[src/rtl/bypass_rx_route_sequencer_pkg.sv]
// Shared types and route encoding for the bypass RX route sequencer.
package bypass_rx_route_sequencer_pkg;

    localparam int unsigned N_REGIONS          = 4;
    localparam int unsigned CMD_LEN_BITS       = 28;
    localparam int unsigned ROUTE_BITS         = 14;
    localparam int unsigned PORT_BYPASS_RX_OFS = 6;
    localparam int unsigned PORT_BYPASS_RX     = N_REGIONS + PORT_BYPASS_RX_OFS;

    // Route field positions inside tdest
    localparam int unsigned SENDER_LSB   = 6;
    localparam int unsigned RECEIVER_LSB = 2;
    localparam int unsigned FLAGS_LSB    = 0;

    typedef struct packed {
        logic [3:0]              vfid;
        logic [CMD_LEN_BITS-1:0] len;
    } bypass_route_cmd_t;

    typedef enum logic [0:0] {StIdle, StStream} seq_state_e;

    function automatic logic [ROUTE_BITS-1:0] encode_route(input logic [3:0] sender,
                                                           input logic [3:0] receiver,
                                                           input logic [1:0] flags);
        logic [ROUTE_BITS-1:0] r;
        r = '0;
        r[SENDER_LSB +: 4]   = sender;
        r[RECEIVER_LSB +: 4] = receiver;
        r[FLAGS_LSB +: 2]    = flags;
        return r;
    endfunction

endpackage

[src/rtl/bypass_rx_route_sequencer_cmd_fifo.sv]
// Command FIFO: registered ready/empty, first-word-fall-through head.
module bypass_route_cmd_fifo #(
    parameter int unsigned WIDTH = 32,
    parameter int unsigned DEPTH = 16
) (
    input  logic             aclk,
    input  logic             areset,
    input  logic             push_valid,
    output logic             push_ready,
    input  logic [WIDTH-1:0] push_data,
    input  logic             pop,
    output logic             empty,
    output logic [WIDTH-1:0] head
);

    localparam int unsigned PTR_BITS = $clog2(DEPTH);
    localparam int unsigned CNT_BITS = PTR_BITS + 1;

    logic [WIDTH-1:0]    mem_q [DEPTH];
    logic [PTR_BITS-1:0] wr_ptr_q, rd_ptr_q;
    logic [CNT_BITS-1:0] count_q, count_d;
    logic                ready_q, empty_q;
    logic                do_push, do_pop;

    assign do_push    = push_valid & ready_q;
    assign do_pop     = pop & ~empty_q;
    assign push_ready = ready_q;
    assign empty      = empty_q;
    assign head       = mem_q[rd_ptr_q];

    // Occupancy after this cycle's push/pop
    always_comb begin
        count_d = count_q + CNT_BITS'(do_push) - CNT_BITS'(do_pop);
    end

    // Pointers, occupancy and the registered ready/empty flags
    always_ff @(posedge aclk) begin
        if (areset) begin
            wr_ptr_q <= '0;
            rd_ptr_q <= '0;
            count_q  <= '0;
            ready_q  <= 1'b0;
            empty_q  <= 1'b1;
        end else begin
            if (do_push) wr_ptr_q <= wr_ptr_q + 1'b1;
            if (do_pop)  rd_ptr_q <= rd_ptr_q + 1'b1;
            count_q <= count_d;
            ready_q <= (count_d != CNT_BITS'(DEPTH));
            empty_q <= (count_d == '0);
        end
    end

    // Storage array, no reset needed
    always_ff @(posedge aclk) begin
        if (do_push) mem_q[wr_ptr_q] <= push_data;
    end

endmodule

[src/rtl/bypass_rx_route_sequencer.sv]
// Attaches a per-segment tdest route to bypass RX data, one queued WR command at a time.
module bypass_rx_route_sequencer
    import bypass_rx_route_sequencer_pkg::*;
#(
    parameter int unsigned DATA_BITS = 512,
    parameter int unsigned LEN_BITS  = CMD_LEN_BITS,
    parameter int unsigned CMD_DEPTH = 16
) (
    input  logic                   aclk,
    input  logic                   areset,
    input  logic                   s_cmd_valid,
    output logic                   s_cmd_ready,
    input  logic [3:0]             s_cmd_vfid,
    input  logic [LEN_BITS-1:0]    s_cmd_len,
    input  logic                   s_axis_tvalid,
    output logic                   s_axis_tready,
    input  logic [DATA_BITS-1:0]   s_axis_tdata,
    input  logic [DATA_BITS/8-1:0] s_axis_tkeep,
    input  logic                   s_axis_tlast,
    output logic                   m_axis_tvalid,
    input  logic                   m_axis_tready,
    output logic [DATA_BITS-1:0]   m_axis_tdata,
    output logic [DATA_BITS/8-1:0] m_axis_tkeep,
    output logic                   m_axis_tlast,
    output logic [13:0]            m_axis_tdest,
    output logic                   err_short,
    output logic                   err_long,
    output logic [31:0]            seg_count
);

    localparam int unsigned BYTES      = DATA_BITS / 8;
    localparam int unsigned BYTE_SHIFT = $clog2(BYTES);
    localparam int unsigned CMD_W      = $bits(bypass_route_cmd_t);

    seq_state_e          state_q, state_d;
    logic [13:0]         route_q, route_d;
    logic [LEN_BITS-1:0] beats_rem_q, beats_rem_d;
    logic [31:0]         seg_count_q, seg_count_d;
    logic [LEN_BITS-1:0] head_beats;
    bypass_route_cmd_t   push_cmd, head_cmd;
    logic [CMD_W-1:0]    head_raw;
    logic                fifo_empty, fifo_pop;
    logic                beat_hs, final_beat;

    assign push_cmd.vfid = s_cmd_vfid;
    assign push_cmd.len  = s_cmd_len;
    assign head_cmd      = bypass_route_cmd_t'(head_raw);

    // ceil(len / BYTES); wraps only for lengths within BYTES of the field maximum
    assign head_beats = (head_cmd.len + LEN_BITS'(BYTES - 1)) >> BYTE_SHIFT;

    bypass_route_cmd_fifo #(
        .WIDTH (CMD_W),
        .DEPTH (CMD_DEPTH)
    ) u_cmd_fifo (
        .aclk       (aclk),
        .areset     (areset),
        .push_valid (s_cmd_valid),
        .push_ready (s_cmd_ready),
        .push_data  (push_cmd),
        .pop        (fifo_pop),
        .empty      (fifo_empty),
        .head       (head_raw)
    );

    assign m_axis_tdata = s_axis_tdata;
    assign m_axis_tkeep = s_axis_tkeep;
    assign m_axis_tdest = route_q;
    assign seg_count    = seg_count_q;

    // Next-state, handshake gating and per-beat error detection
    always_comb begin
        state_d       = state_q;
        route_d       = route_q;
        beats_rem_d   = beats_rem_q;
        seg_count_d   = seg_count_q;
        fifo_pop      = 1'b0;
        s_axis_tready = 1'b0;
        m_axis_tvalid = 1'b0;
        m_axis_tlast  = 1'b0;
        err_short     = 1'b0;
        err_long      = 1'b0;
        beat_hs       = 1'b0;
        final_beat    = 1'b0;
        unique case (state_q)
            StIdle: begin
                if (!fifo_empty) begin
                    fifo_pop = 1'b1;
                    // Zero-length commands are consumed without opening the data path
                    if (head_beats != '0) begin
                        route_d     = encode_route(4'(PORT_BYPASS_RX), head_cmd.vfid, 2'b00);
                        beats_rem_d = head_beats;
                        state_d     = StStream;
                    end
                end
            end
            StStream: begin
                m_axis_tvalid = s_axis_tvalid;
                s_axis_tready = m_axis_tready;
                beat_hs       = s_axis_tvalid & m_axis_tready;
                final_beat    = (beats_rem_q == LEN_BITS'(1)) | s_axis_tlast;
                m_axis_tlast  = final_beat;
                if (beat_hs) begin
                    err_short = s_axis_tlast & (beats_rem_q > LEN_BITS'(1));
                    err_long  = (beats_rem_q == LEN_BITS'(1)) & ~s_axis_tlast;
                    if (final_beat) begin
                        beats_rem_d = '0;
                        seg_count_d = seg_count_q + 32'd1;
                        state_d     = StIdle;
                    end else begin
                        beats_rem_d = beats_rem_q - LEN_BITS'(1);
                    end
                end
            end
            default: state_d = StIdle;
        endcase
    end

    // State, route, beat counter and segment statistics
    always_ff @(posedge aclk) begin
        if (areset) begin
            state_q     <= StIdle;
            route_q     <= '0;
            beats_rem_q <= '0;
            seg_count_q <= '0;
        end else begin
            state_q     <= state_d;
            route_q     <= route_d;
            beats_rem_q <= beats_rem_d;
            seg_count_q <= seg_count_d;
        end
    end

endmodule

[config.mk]
export PLATFORM = sky130hd
export DESIGN_NAME = bypass_rx_route_sequencer
export DESIGN_NICKNAME = d
export VERILOG_FILES = /design/src/rtl/bypass_rx_route_sequencer_pkg.sv /design/src/rtl/bypass_rx_route_sequencer_cmd_fifo.sv /design/src/rtl/bypass_rx_route_sequencer.sv
export SDC_FILE = /design/constraint.sdc
export NUM_CORES = 1
export LEC_CHECK = 0
export CAP_MARGIN = 10
export CORE_AREA = 2 2 488 490
export CTS_CLUSTER_SIZE = 30
export DETAILED_ROUTE_END_ITERATION = 6
export DIE_AREA = 0 0 490 492
export DONT_BUFFER_PORTS = 1
export GPL_ROUTABILITY_DRIVEN = 0
export PLACE_DENSITY_LB_ADDON = 0.2
export SYNTH_ARGS = -nofsm -noshare
export SYNTH_HDL_FRONTEND = slang
export SYNTH_SLANG_ARGS = --single-unit
[constraint.sdc]
create_clock -name aclk -period 5.55 [get_ports aclk]
set_clock_uncertainty 0.15 [all_clocks]
set_input_delay 0.2775 -clock aclk [delete_from_list [all_inputs] [get_ports aclk]]
set_output_delay 0.2775 -clock aclk [all_outputs]
set_load 0.01 [all_outputs]
==> summary.txt, run 1 <==
Status -> finished clean
Register area share after synthesis -> 0.599
Switching power -> 4.00 mW
Lkg Pwr -> 8.78 nW
Number of storage elements in the synthesis netlist -> 597
FF/Latch Area -> 17100 µm²
Sequential Power Share -> 0.408
Area of the placeable core -> 236000 µm²
Initial core utilization -> 0.121
Net switching fraction of the power -> 0.306
Biggest area consumer among synthesized cells -> sky130_fd_sc_hd__edfxtp_1
Max-cap viol count -> 0
Clock sink total -> 597
Ys flop type -> sky130_fd_sc_hd__edfxtp_1
Final HPWL from detailed placement -> 236 mm
Unrepaired setup endpoints after global routing -> false
Achievable Freq -> 194 MHz
Fraction of synthesized cell area taken by the top area cell type -> 0.539
Part of the power in combinational logic -> 0.227
Clock tree from TritonCTS -> done
Count of endpoints failing setup in the final report -> 0
Wire length of the first global-routing pass -> 308 mm
Port bufs -> 0
Number of stages on the worst hold path -> 4
Vias -> 15837
Total negative setup slack -> 0 ps
TritonCTS buffer count -> 69
Worst path cell trace -> buf_12, and2_1, a221oi_1, o21ai_0, a21boi_1, nand4_1, nor4_2, mux2i_1, nand3_2, o31ai_4, buf_4, a21oi_2, a211oi_2, dlygate4sd3_1
Fraction of registers with async set or reset after synthesis -> 0
Clock Pin Slew Worst Setup and Hold Paths -> 60 ps
ANT nets after route -> 0
Cell Rows -> 179
Filler cell count in the final layout -> 26344
Maximum number of pins on one net before global-route repair -> 82
Count of yosys warnings during synthesis -> 0
Ratio of routed vias to standard cells -> 3.34
Final critical-path share of the clock period -> 0.931
Wire length after detailed routing -> 271 mm
Type of the worst setup path -> flop to flop
CP peak stage delay -> 550 ps
Number of distinct library cell variants in the gate-level netlist after synthesis -> 78
Wire per inst -> 57.1 µm
Antenna violations before repair -> 22
Slew of the pin with the lowest slew margin -> 1160 ps
PnR worst setup slack -> 384 ps
Number of nets in the layout -> 2141
Min-delay worst type -> input port to flop
Req. time, crit path -> 5990 ps
Data arrival time of the critical path -> 5600 ps
Die footprint -> 241000 µm²
Synthesis-to-finish area growth -> 8.26%
Minimum setup slack after placement -> 644 ps
Cell count of the worst reg-to-reg path -> 14
Critical hold path startpoint -> m_axis_tready
Max-slew violation count -> 0
Proportion of layout cells with a drive suffix above 1 -> 0.182
Number of levels the H-tree was split into -> 3
Crit path max fanout -> 73
Synthesized instance count -> 2009
Clock power share -> 0.365
Critical Path Slowest Stage Cell -> sky130_fd_sc_hd__dlygate4sd3_1
Cell chosen for the clock root -> sky130_fd_sc_hd__clkbuf_16
Internal -> 9.05 mW
Maximum buffer depth of the clock tree -> 3
Startpoint Class -> flop
Multi-input logic area -> 6630 µm²
Die span in y -> 492 µm
Clock period minus worst slack -> 5170 ps
Skew-Pair Late Insertion Delay -> 660 ps
Count of flip-flops with a built-in enable after synthesis -> 512
Cells taking the most area after synthesis -> sky130_fd_sc_hd__edfxtp_1 54%, sky130_fd_sc_hd__buf_4 16%, sky130_fd_sc_hd__mux4_2 6.9%
First-iteration detailed-routing DRC count -> 1355
Maximum ir drop on the vdd rail -> 0.189 mV
Number of global-route vias before repair -> 14950
DRC errors left -> 0
Leftover overflow at the end of global routing -> 0
Critical path capture point type -> flop
Number of detailed-route iterations in the first pass -> 5
Worst relative slew slack -> 0.222
X dimension of the die -> 490 µm
Overall routing resource usage -> 0.218
Mean post-synth cell area -> 14.2 µm²
Total I/O pin count -> 1242
Synth Cell Area -> 28500 µm²
Final hold violation count -> 0
Total placed cells including tap cells -> 4571
Power density over cell area -> 423 nW/µm²
Final non-filler cell total -> 4743
critical path, delay by kind of cell, from the launching register on:
family                 cells  cell delay (ps)
multiplexers               1              310
AND/OR/NAND/NOR            4             1280
AO/OA/AOI/OAI              6             1540
buffers and inverters      3             1220
flip-flops                 1              440
synth_stat cells (5+ instances only):
cell,n
sky130_fd_sc_hd__o32ai_1,10
sky130_fd_sc_hd__nand4_1,16
sky130_fd_sc_hd__xnor2_1,29
sky130_fd_sc_hd__nor4b_1,8
sky130_fd_sc_hd__ha_1,13
sky130_fd_sc_hd__o41ai_1,8
sky130_fd_sc_hd__a22oi_1,13
sky130_fd_sc_hd__dfxtp_1,85
sky130_fd_sc_hd__or4b_2,5
sky130_fd_sc_hd__nand3_1,29
sky130_fd_sc_hd__edfxtp_1,512
sky130_fd_sc_hd__clkbuf_1,24
sky130_fd_sc_hd__mux4_1,14
sky130_fd_sc_hd__xor2_1,31
sky130_fd_sc_hd__and3_1,7
sky130_fd_sc_hd__o21ai_0,37
sky130_fd_sc_hd__nor2b_1,10
sky130_fd_sc_hd__a221oi_1,12
sky130_fd_sc_hd__or3_1,12
sky130_fd_sc_hd__nor4_1,18
sky130_fd_sc_hd__nor3_1,24
sky130_fd_sc_hd__inv_1,21
sky130_fd_sc_hd__o32a_1,7
sky130_fd_sc_hd__buf_4,597
sky130_fd_sc_hd__mux4_2,87
sky130_fd_sc_hd__nand2_1,61
sky130_fd_sc_hd__a21oi_1,43
sky130_fd_sc_hd__and2_1,11
sky130_fd_sc_hd__buf_6,11
sky130_fd_sc_hd__buf_2,12
sky130_fd_sc_hd__o22ai_1,9
sky130_fd_sc_hd__mux2i_1,43
sky130_fd_sc_hd__nor2_1,106
layout make-up:
class | count | share of cell area
tap | 3167 | 0.128
sequential | 597 | 0.554
clock buffer | 81 | 0.0577
clock inverter | 45 | 0.0178
inverter | 21 | 0.00255
antenna | 8 | 0.000649
timing repair buffer | 80 | 0.0240
multi-input combinational | 744 | 0.215
logic make-up after synthesis:
family / Yosys count / synth area share
buffers and inverters: 675 / 0.173
flip-flops: 597 / 0.599
AND/OR/NAND/NOR: 344 / 0.0637
AO/OA/AOI/OAI: 174 / 0.0420
multiplexers: 144 / 0.0968
XOR/XNOR: 60 / 0.0184
adder cells (fa/ha/maj): 14 / 0.00641
other: 1 / 0.000132
final timing paths:
path | slack [ps] | endpoint
min | 110 | seg_count[1]
max reg2reg | 380 | beats_rem_q[23]
min reg2reg | 350 | beats_rem_q[4]
max | 380 | beats_rem_q[23]
cells in the final DEF (no fill, tap or decap), types with 18 or more instances in the layout:
cell type | synthesis | routed
sky130_fd_sc_hd__xnor2_1 | 29 | 29
sky130_fd_sc_hd__inv_1 | 21 | 21
sky130_fd_sc_hd__xor2_1 | 31 | 31
sky130_fd_sc_hd__dfxtp_1 | 85 | 82
sky130_fd_sc_hd__nor4_1 | 18 | 18
sky130_fd_sc_hd__mux2i_1 | 43 | 42
sky130_fd_sc_hd__mux4_2 | 87 | 87
sky130_fd_sc_hd__nand2_1 | 61 | 61
sky130_fd_sc_hd__clkbuf_16 | 0 | 69
sky130_fd_sc_hd__buf_4 | 597 | 39
sky130_fd_sc_hd__o21ai_0 | 37 | 37
sky130_fd_sc_hd__dlygate4sd3_1 | 0 | 37
sky130_fd_sc_hd__nor3_1 | 24 | 19
sky130_fd_sc_hd__edfxtp_1 | 512 | 512
sky130_fd_sc_hd__nand3_1 | 29 | 29
sky130_fd_sc_hd__a21oi_1 | 43 | 43
sky130_fd_sc_hd__nor2_1 | 106 | 94
power groups by stage:
stage	logic (mW)	registers (mW)	clock network, mW
floorplan	2.57	5.30	0
global placement	2.90	5.41	0
detailed placement	2.91	5.42	0
CTS	3.02	5.33	4.91
global route	3.25	5.35	5.06
finish	2.96	5.32	4.76
metrics by stage:
stage	power, mW	hold WS (ps)	area, µm²	util
floorplan	7.87	226	28500	-
global placement	8.31	227	28100	0.119
detailed placement	8.33	227	28100	0.119
CTS	13.3	61.0	30800	0.130
global route	13.7	122	30800	0.131
finish	13.0	113	30900	0.131
registers in the layout, summed over array words and instances, names as in the netlist, named ones only:
register and cells:
u_cmd_fifo.rd_ptr_q 4, m_axis_tdest 5, seg_count 32, u_cmd_fifo.wr_ptr_q 4, u_cmd_fifo.empty 1, state_q 1, u_cmd_fifo.push_ready 1, u_cmd_fifo.count_q 5
u_cmd_fifo.mem_q 512, beats_rem_q 28
metal layers:
metal / GRT usage / wire, µm / up-vias
li1: - / - / 5852
met5: 0.0998 / 3430 / -
met2: 0.290 / 104000 / 2149
met3: 0.403 / 106000 / 161
met1: 0.126 / 55000 / 7617
met4: 0.0246 / 2680 / 58
what timing repair did:
action                                  in CTS  in global routing
hold endpoints to repair                   596                  0
gates resized for setup                      0                  2
endpoints found under the setup margin       0                  1
setup buffers                                0                  0
hold buffers                                38                  0
(Power assumes the default switching activity.)
==> run 2: changes to the inputs <==
==> constraint.sdc (replaced) <==
create_clock -name aclk -period 5.55 [get_ports aclk]
set_clock_uncertainty 0.15 [all_clocks]
set_input_delay 0.2775 -clock aclk [delete_from_list [all_inputs] [get_ports aclk]]
set_output_delay 0.2775 -clock aclk [all_outputs]
set_load 0.05 [all_outputs]
==> summary.txt, run 2 (synthesis results as in run 1) <==
Number of nets in the layout -> 2149
Met1 Track Usage GR -> 0.125
Reg2Reg Setup Slack -> 490 ps
Number of stages on the worst hold path -> 3
Final design area excluding fillers -> 31000 µm²
Total I/O pin count -> 1242
Die span in y -> 492 µm
Placed cell areas -> 28200 µm²
Initial core utilization -> 0.121
Crit path max fanout -> 40
Critical path capture point type -> flop
Global route hottest layer -> met3
Clock Pin Slew Worst Setup and Hold Paths -> 60 ps
Overall routing resource usage -> 0.219
Clock tree from TritonCTS -> done
Reg with most FFs -> u_cmd_fifo.mem_q
Unrepaired setup endpoints after global routing -> false
Number of levels the H-tree was split into -> 3
Synthesis-to-finish area growth -> 8.75%
Wire length after detailed routing -> 272 mm
Status -> finished clean
Antenna violations before repair -> 22
First-iteration detailed-routing DRC count -> 1277
Power density over cell area -> 424 nW/µm²
Max-cap viol count -> 0
Total negative setup slack -> 0 ps
Hold EP -> u_cmd_fifo.wr_ptr_q[1]
Cell count of the worst reg-to-reg path -> 14
Most frequent cells in the layout -> 512 x sky130_fd_sc_hd__edfxtp_1, 94 x sky130_fd_sc_hd__nor2_1, 87 x sky130_fd_sc_hd__mux4_2, 82 x sky130_fd_sc_hd__dfxtp_1, 71 x sky130_fd_sc_hd__clkbuf_16
Number of global-route vias before repair -> 15038
TritonCTS buffer count -> 68
Final hold violation count -> 0
Final critical-path share of the clock period -> 0.911
Maximum number of pins on one net before global-route repair -> 82
Clock sink total -> 597
Leftover overflow at the end of global routing -> 0
Number of detailed-route iterations in the first pass -> 5
Cell chosen for the clock root -> sky130_fd_sc_hd__clkbuf_16
Startpoint Class -> flop
Area of the placeable core -> 236000 µm²
Data arrival time of the critical path -> 5500 ps
Max-slew violation count -> 0
Die footprint -> 241000 µm²
GR Layer Usage met3 -> 0.400
Slew of the pin with the lowest slew margin -> 1100 ps
Req. time, crit path -> 5990 ps
Flip-flop count of the largest register after layout -> 512
Clock period minus worst slack -> 5060 ps
Achievable Freq -> 198 MHz
Post-CTS resize count -> 0
Final HPWL from detailed placement -> 237 mm
Cell Rows -> 179
Vias -> 15767
Min-delay worst type -> input port to flop
Maximum buffer depth of the clock tree -> 3
Worst relative slew slack -> 0.269
Skew-Pair Late Insertion Delay -> 650 ps
Most common cell after layout, fill and taps aside -> sky130_fd_sc_hd__edfxtp_1
Type of the worst setup path -> flop to flop
Ratio of routed vias to standard cells -> 3.32
Critical hold path startpoint -> s_cmd_valid
Core Util, Final -> 0.131
Port bufs -> 0
Maximum ir drop on the vdd rail -> 0.199 mV
RR Endpoint -> beats_rem_q[23]
X dimension of the die -> 490 µm
Wire length of the first global-routing pass -> 310 mm
Count of endpoints failing setup in the final report -> 0
Proportion of layout cells with a drive suffix above 1 -> 0.187
ANT nets after route -> 0
Lkg Pwr -> 8.87 nW
Wire per inst -> 57.2 µm
Global routing usage on met2 -> 0.293
DRC errors left -> 0
## run 2: cell types whose count changed in the layout (fill, tap and decap cells not counted), sizes merged
cell and delta:
inv -3, clkinv +11, clkbuf -7, diode -2
buf +9, clkinvlp -2
## run 2: stage by stage
| stage | power, mW | hold WS (ps) | instances | setup WS (ps) |
|---|---|---|---|---|
| after detailed placement | 8.45 | 228 | 4579 | 710 |
| after global placement | 8.44 | 228 | 4579 | 733 |
| after floorplan | 8.65 | 226 | 2016 | 1480 |
| after CTS | 13.4 | 122 | 4742 | 220 |
| final | 13.1 | 155 | 4749 | 491 |
| after global routing | 13.8 | 183 | 4746 | 181 |
## run 2: area by class of cell
type | instances | area [µm²]
antenna | 6 | 15.0
clock buffer | 74 | 1790
clock inverter | 51 | 538
fill | 26236 | 205000
inverter | 21 | 78.8
multi-input combinational | 744 | 6640
sequential | 597 | 17100
tap | 3167 | 3960
timing repair buffer | 89 | 888
## run 2: how the worst max path moves through the flow
| stage | startpoint | end | depth (start not counted) |
|---|---|---|---|
| after floorplan | u_cmd_fifo.push_ready | u_cmd_fifo.mem_q[3][0] | 4 |
| after global placement | flop | beats_rem_q[18] | 11 |
| after detailed placement | flop | beats_rem_q[18] | 13 |
| after CTS | flop | beats_rem_q[23] | 14 |
| after global routing | flop | beats_rem_q[23] | 14 |
| final | flop | beats_rem_q[23] | 14 |
## run 2: critical path, stage by stage, from the launching register on
cell	delay (ps)
sky130_fd_sc_hd__dfxtp_4	450
sky130_fd_sc_hd__buf_12	230
sky130_fd_sc_hd__and2_1	390
sky130_fd_sc_hd__a221oi_1	500
sky130_fd_sc_hd__a22oi_1	160
sky130_fd_sc_hd__nand2_1	190
sky130_fd_sc_hd__nand4b_1	290
sky130_fd_sc_hd__nor4_2	560
sky130_fd_sc_hd__mux2i_1	290
sky130_fd_sc_hd__nand3_2	140
sky130_fd_sc_hd__o31ai_4	230
sky130_fd_sc_hd__buf_4	420
sky130_fd_sc_hd__a21oi_2	60
sky130_fd_sc_hd__a211oi_2	230
sky130_fd_sc_hd__dlygate4sd3_1	560
## run 2: power breakdown
group          switching, mW  leakage (nW)  internal, mW
clock                   1.93          1.13          2.80
sequential             0.275          5.31          5.10
combinational           1.85          2.44          1.18
total                   4.06          8.87          9.09
## run 2: metal layers
layer | wire [µm] | up-vias
li1 | - | 5869
met1 | 55100 | 7545
met2 | 105000 | 2145
met3 | 105000 | 148
met4 | 2920 | 60
met5 | 3190 | -
## run 2: timing repair
| item | 4_1_cts | 5_1_grt |
|---|---|---|
| endpoints found under the setup margin | 0 | 1 |
| setup buffers | 0 | 1 |
| endpoints found under the hold margin | 596 | 0 |
| hold buffers | 38 | 0 |
